File: src/rtl/state_control_param.sv
// Top-level iteration sequencer: parameter fetch, C/read/D fetch, optional Occ
// fetch, execute and write-back, with stall hold, abort, DONE exit and iteration count.
module state_control_param #(
  parameter int OCC_CYCLES = 2,
  parameter int EX_CYCLES  = 1,
  parameter int WB_CYCLES  = 1,
  parameter int CNT_W      = 8,
  parameter int ITER_W     = 16
) (
  input  logic              clk,
  input  logic              rst,
  input  logic              is_start,
  input  logic              is_find,
  input  logic              is_get_data_in_Occ,
  input  logic              mem_ready,
  input  logic              is_finish,
  input  logic              abort,
  input  logic              clear,
  output logic [2:0]        state,
  output logic [CNT_W-1:0]  phase_cnt,
  output logic [ITER_W-1:0] iter_cnt,
  output logic              done,
  output logic              busy
);

  typedef enum logic [2:0] {
    IDLE       = 3'd0,
    GET_PARAM  = 3'd1,
    GET_DATA_1 = 3'd2,
    GET_DATA_2 = 3'd3,
    GET_DATA_3 = 3'd4,
    EX         = 3'd5,
    WRITE_BACK = 3'd6,
    DONE       = 3'd7
  } state_t;

  // GET_DATA_2 carries OCC_CYCLES-1 of the Occ cycles; GET_DATA_3 carries the last one.
  localparam logic [CNT_W-1:0] OCC_LAST = CNT_W'(OCC_CYCLES - 2);
  localparam logic [CNT_W-1:0] EX_LAST  = CNT_W'(EX_CYCLES - 1);
  localparam logic [CNT_W-1:0] WB_LAST  = CNT_W'(WB_CYCLES - 1);

  state_t              state_q, state_d;
  logic [CNT_W-1:0]    phase_q, phase_d;
  logic [ITER_W-1:0]   iter_q;
  logic                iter_inc;
  logic                done_q, busy_q;

  always_ff @(posedge clk or posedge rst) begin
    if (rst) begin
      state_q <= IDLE;
      phase_q <= '0;
      iter_q  <= '0;
      done_q  <= 1'b0;
      busy_q  <= 1'b0;
    end else begin
      state_q <= state_d;
      phase_q <= phase_d;
      done_q  <= (state_d == DONE);
      busy_q  <= (state_d != IDLE) && (state_d != DONE);
      if (iter_inc && (iter_q != '1)) iter_q <= iter_q + ITER_W'(1);
    end
  end

  always_comb begin
    state_d  = state_q;
    phase_d  = '0;
    iter_inc = 1'b0;
    if (abort) begin
      state_d = IDLE;
    end else if (is_finish && (state_q != DONE)) begin
      state_d = DONE;
    end else begin
      case (state_q)
        IDLE:       if (is_start) state_d = GET_PARAM;
        GET_PARAM:  if (is_find) state_d = GET_DATA_1;
        GET_DATA_1: begin
          if (mem_ready) state_d = is_get_data_in_Occ ? GET_DATA_2 : EX;
          else           phase_d = phase_q;
        end
        GET_DATA_2: begin
          // Stalled cycles neither count nor advance.
          if (!mem_ready)              phase_d = phase_q;
          else if (phase_q == OCC_LAST) state_d = GET_DATA_3;
          else                          phase_d = phase_q + CNT_W'(1);
        end
        GET_DATA_3: begin
          if (mem_ready) state_d = EX;
          else           phase_d = phase_q;
        end
        EX: begin
          if (phase_q == EX_LAST) state_d = WRITE_BACK;
          else                    phase_d = phase_q + CNT_W'(1);
        end
        WRITE_BACK: begin
          if (phase_q == WB_LAST) begin
            state_d  = GET_PARAM;
            iter_inc = 1'b1;
          end else begin
            phase_d = phase_q + CNT_W'(1);
          end
        end
        DONE:       if (clear) state_d = IDLE;
        default:    state_d = IDLE;
      endcase
    end
  end

  assign state     = state_q;
  assign phase_cnt = phase_q;
  assign iter_cnt  = iter_q;
  assign done      = done_q;
  assign busy      = busy_q;

endmodule

File: config.mk
export PLATFORM = sky130hd
export DESIGN_NAME = state_control_param
export DESIGN_NICKNAME = d
export VERILOG_FILES = /design/src/rtl/state_control_param.sv
export SDC_FILE = /design/constraint.sdc
export NUM_CORES = 1
export LEC_CHECK = 0
export ABC_AREA = 1
export ABC_CLOCK_PERIOD_IN_PS = 1950
export BUFFER_PORTS_ARGS = -buffer_cell sky130_fd_sc_hd__clkbuf_2
export CAP_MARGIN = 20
export CORE_ASPECT_RATIO = 1.75
export CORE_MARGIN = 1.5
export CORE_UTILIZATION = 55
export CTS_CLUSTER_SIZE = 24
export DETAILED_ROUTE_END_ITERATION = 6
export PLACE_DENSITY_LB_ADDON = 0.3
export SKIP_CTS_REPAIR_TIMING = 1
export SLEW_MARGIN = 20
export SYNTH_ARGS = -nofsm -noshare
export SYNTH_HDL_FRONTEND = slang
export SYNTH_SLANG_ARGS = --single-unit
File: constraint.sdc
create_clock -name clk -period 1.95 [get_ports clk]
set_input_delay 0.39 -clock clk [delete_from_list [all_inputs] [get_ports clk]]
set_output_delay 0.39 -clock clk [all_outputs]
set_load 0.005 [all_outputs]
* After elaboration in Yosys (flattened, before gate mapping)
Index checks and enable logic that the tools add are counted.
Storage, ports and cells: register bits 29, input port bits 9, logic and storage cells 52, output and inout bits 29
Operators by class: equal/unequal tests 13, multiplexer cells 23, reduce and logical (&&, ||, !) cells 9, add/sub/neg operators 2
Operator list (count):
- $mux 8 | 5
- $mux 3 | 12
- $pmux 3 s8 | 1
- $pmux 8 s3 | 1
- $add 16x1->16 const B | 1
- $ne 16x16->1 const B | 1
- $eq 3x3->1 const B | 5
- $add 8x1->8 const B | 1
- $logic_not 8->1 | 1
- $eq 3x2->1 const B | 2
- $ne 3x3->1 const B | 2
- $mux 1 | 4
- $ne 4x1->1 const B | 1
- $ne 4x4->1 const B | 1
- $reduce_or 2->1 | 2
- $eq 3x1->1 const B | 1
- $logic_and 1x1->1 | 3
- $logic_not 3->1 | 1
- $reduce_bool 3->1 | 1
- $reduce_and 2->1 | 1

* Logic depth before layout (Yosys ltp)
word-level depth 8, gate-level depth with buffers 12, depth with buffers taken out 12

* Least setup slack after synthesis
Ideal clock, no wire load.
kind register to register, from register iter_q[0], in the netlist iter_cnt[0], to register iter_q[0], in the netlist iter_cnt[0], required time 1.821 ns, path slack 0.203 ns, period minus slack after synthesis 1.747 ns, cell stages (with the launch flop) 9, buffers on the path 1, arrival time 1.618 ns, setup time 0.129 ns, cells stage by stage dfrtp_1 -> ha_1 -> inv_1 -> nor3_2 -> nand2_2 -> nor3b_2 -> nor2_2 -> buf_6 -> xor2_2
On the way: cells in the longest elaborated chain, start to end 2, elaborated cells between the ends (all ways) 3, classes of those cells add/sub (1); eq/ne (1); reduce/logical (1)
Ends and longest elaborated chain:
- start: declaration | RTL line 44 | logic [ITER_W-1:0] iter_q;
- start signal: assignment | RTL line 60 | if (iter_inc && (iter_q != '1)) iter_q <= iter_q + ITER_W'(1);
- parallel branches: the longest is 2 deep, another holds $add 16x1->16
Parallel ways; which one is timed is not known. A chain may end at the register's enable or synchronous reset.

* Final worst setup path
from register phase_q[0], in the netlist phase_cnt[0], to register iter_q[3], in the netlist iter_cnt[3]
On the way: cells in the longest elaborated chain, start to end 6
Ends and longest elaborated chain:
- start: declaration | RTL line 43 | logic [CNT_W-1:0] phase_q, phase_d;
- start signal: assignment | RTL line 57 | phase_q <= phase_d;
- $logic_not 8->1 | RTL line 95 | if (phase_q == WB_LAST) begin
- $mux 1 | RTL line 95
- $mux 1 | RTL line 73 | case (state_q)
- $mux 1 | RTL line 70 | end else if (is_finish && (state_q != DONE)) begin
- $mux 1 | RTL line 68 | if (abort) begin
- $logic_and 1x1->1 | RTL line 60
No other way between the ends.

==> flow_summary_export.csv <==
group,metric,value,unit
cts,h-tree-depth,2,
yosys,synthDistinctLibCells,24,
critical_path,crit_path_start,"phase_cnt[0]",
sta,rsz0062_at_grt,"false",
global_route,antenna_found_initial,0,
critical_path,crit_type,"reg2reg",
detailed_routing,wl_per_cell,11.7,µm
critical_path,cp-end-kind,"register",
critical_path,rr_endpoint,"iter_cnt[3]",
floorplan,die_y,81.4,µm
cells_and_area,antenna_cells,0,
sta,tightest_slew,398,ps
critical_path,required,2150,ps
cts,cts-root-buf,"clkbuf_8",
cells_and_area,final_common_cell,"nand2_1",
placed_design,place.gp.congestion,0.816,
placed_design,placed_cell_area,2170,µm²
floorplan,die_w,47.8,µm
cells_and_area,drive_gt1_frac,0.252,
detailed_routing,vias,1774,
cells_and_area,area_growth,17.0,%
run_status,outcome,"complete, no violations",
yosys,syn-num-nets,269,
cts,cts_num_sinks,29,
floorplan,rows,28,
cells_and_area,final_cells,346,
power_and_ir_drop,power,2.37,mW
critical_path,arrival,1960,ps
critical_path,r2r_cells,9,
detailed_routing,vias_per_cell,5.13,
floorplan,core-area,3360,µm²
yosys,syn-cell-area,1930,µm²
detailed_routing,wirelength,4070,µm
detailed_routing,drtIter0Drc,39,
sta,fin_skew,5.95,ps
sta,drv_slew,0,
detailed_routing,ant_nets,0,
cts,cts_buffer_depth,2,
cells_and_area,final_area,2260,µm²
detailed_routing,first_pass_iters,4,
floorplan,die_area,3890,µm²
yosys,ys_ff_latch,29,
min_path,hp-class,"in2async",
cts,clock_latency,280,ps
critical_path,r2r_slack,190,ps
detailed_routing,remaining_drc_errors,0,
sta,fin_crit,1760,ps
yosys,avgSynthCellArea,7.52,µm²
critical_path,crit_fanout,30,
yosys,ys.warnings.count,0,
global_route,grt_first_pass_wirelength,6510,µm
placed_design,port_buffers,37,
sta,setup_viol,0,
yosys,synth_seq_area_share,0.376,
sta,period_share,0.901,
global_route,grt_max_degree,31,
cts,cts_buffers,5,
yosys,synth_top_area_cell,"dfrtp_1",
cts,cts_tree,"done",
placed_design,dp_cells,339,
power_and_ir_drop,leakagePower,1.18,nW
placed_design,dp_hpwl,3150,µm
critical_path,endpoint,"iter_cnt[3]",
global_route,grt_pass1_vias,1613,
critical_path,start_kind,"register",
sta,timing.fmax,569,MHz
global_route,grt-ovfl-total,0,
global_route,grt.total_usage,0.232,
flow_run,max_cap_violations,0,
critical_path,rr_startpoint,"phase_cnt[0]",
sta,tns,0,ps
cells_and_area,final_cell_mix,"nand2_1, inv_1, clkbuf_2, dfrtp_1, nor2_1",
cells_and_area,final_nets,313,
yosys,synth_area_leaders,"dfrtp_1, nand2_1, inv_1",
sta,hold_violations,0,
floorplan,ios,38,
cts,cts.clk_slew.worst_paths,60,ps
power_and_ir_drop,vdd_ir_drop_max,619,µV
yosys,netlist.area_leader.share,0.376,
sta,relSlewSlack,0.732,
floorplan,initial_core_util,0.574,
yosys,synth_cells,257,
power_and_ir_drop,p_per_area,1050,nW/µm²
==> worst min path at each step <==
stage | startpoint | end | cells past startpoint
after global routing | rst | iter_cnt[2] | 3
after detailed placement | rst | iter_cnt[3] | 3
after CTS | rst | phase_cnt[5] | 3
after floorplan | rst | busy | 1
after global placement | rst | iter_cnt[2] | 3
final | rst | iter_cnt[3] | 3
==> layout make-up <==
type | instances | area [µm²]
inverter | 43 | 161
fill | 319 | 1100
timing repair buffer | 43 | 243
sequential | 29 | 726
multi-input combinational | 179 | 988
clock buffer | 7 | 86.3
tap | 45 | 56.3
==> Yosys cell counts (all sizes together) <==
cell type,instances
ha,3
o21a,1
xnor2,1
or2,1
xor2,13
inv,43
nand2,53
a21oi,10
nor3,8
nand4,11
dfrtp,29
nor3b,2
o21ai,24
nand3,22
buf,6
nor2,30
==> cells by family after synthesis <==
family	after synthesis	share of synthesized area
DFF	29	0.376
AOI/OAI and AO/OA	35	0.121
and+or+nand+nor	127	0.301
xor gates and xnor gates	14	0.0674
buffers and inverters	49	0.115
adders and majority gates	3	0.0194
==> worst max-delay path: stages (launching register included) <==
cell and delay (ps):
dfrtp_1 400, inv_1 110, ha_1 180, nand3_1 130, nor2_4 180, nand4_1 130
nor2_2 180, buf_12 220, nand2_1 70, o21ai_1 80
==> registers in the layout, summed over array words and instances (netlist names) <==
signal and flops:
done 1, state 3, busy 1, phase_cnt 8, iter_cnt 16
==> per-layer routing <==
| metal | vias up | part of all wire | GRT usage |
|---|---|---|---|
| li1 | 910 | - | - |
| met5 | - | 0 | 0 |
| met4 | 0 | 0.027 | 0.108 |
| met2 | 33 | 0.56 | 0.413 |
| met1 | 820 | 0.39 | 0.246 |
| met3 | 11 | 0.025 | 0.0400 |
==> power by group <==
group / switching [mW] / internal [mW]
clock network: 0.219 / 0.279
registers: 0.167 / 0.756
logic: 0.544 / 0.401
total: 0.930 / 1.44
==> stage by stage <==
step           hold slack [ps]  setup slack [ps]  utilization
2_1_floorplan              468               203            -
3_3_place_gp               463               269        0.645
3_5_place_dp               470               159        0.645
4_1_cts                    163               144        0.671
5_1_grt                    222              37.8        0.672
6_report                   154               193        0.672
No activity file was read; power rests on OpenSTA's default activity.
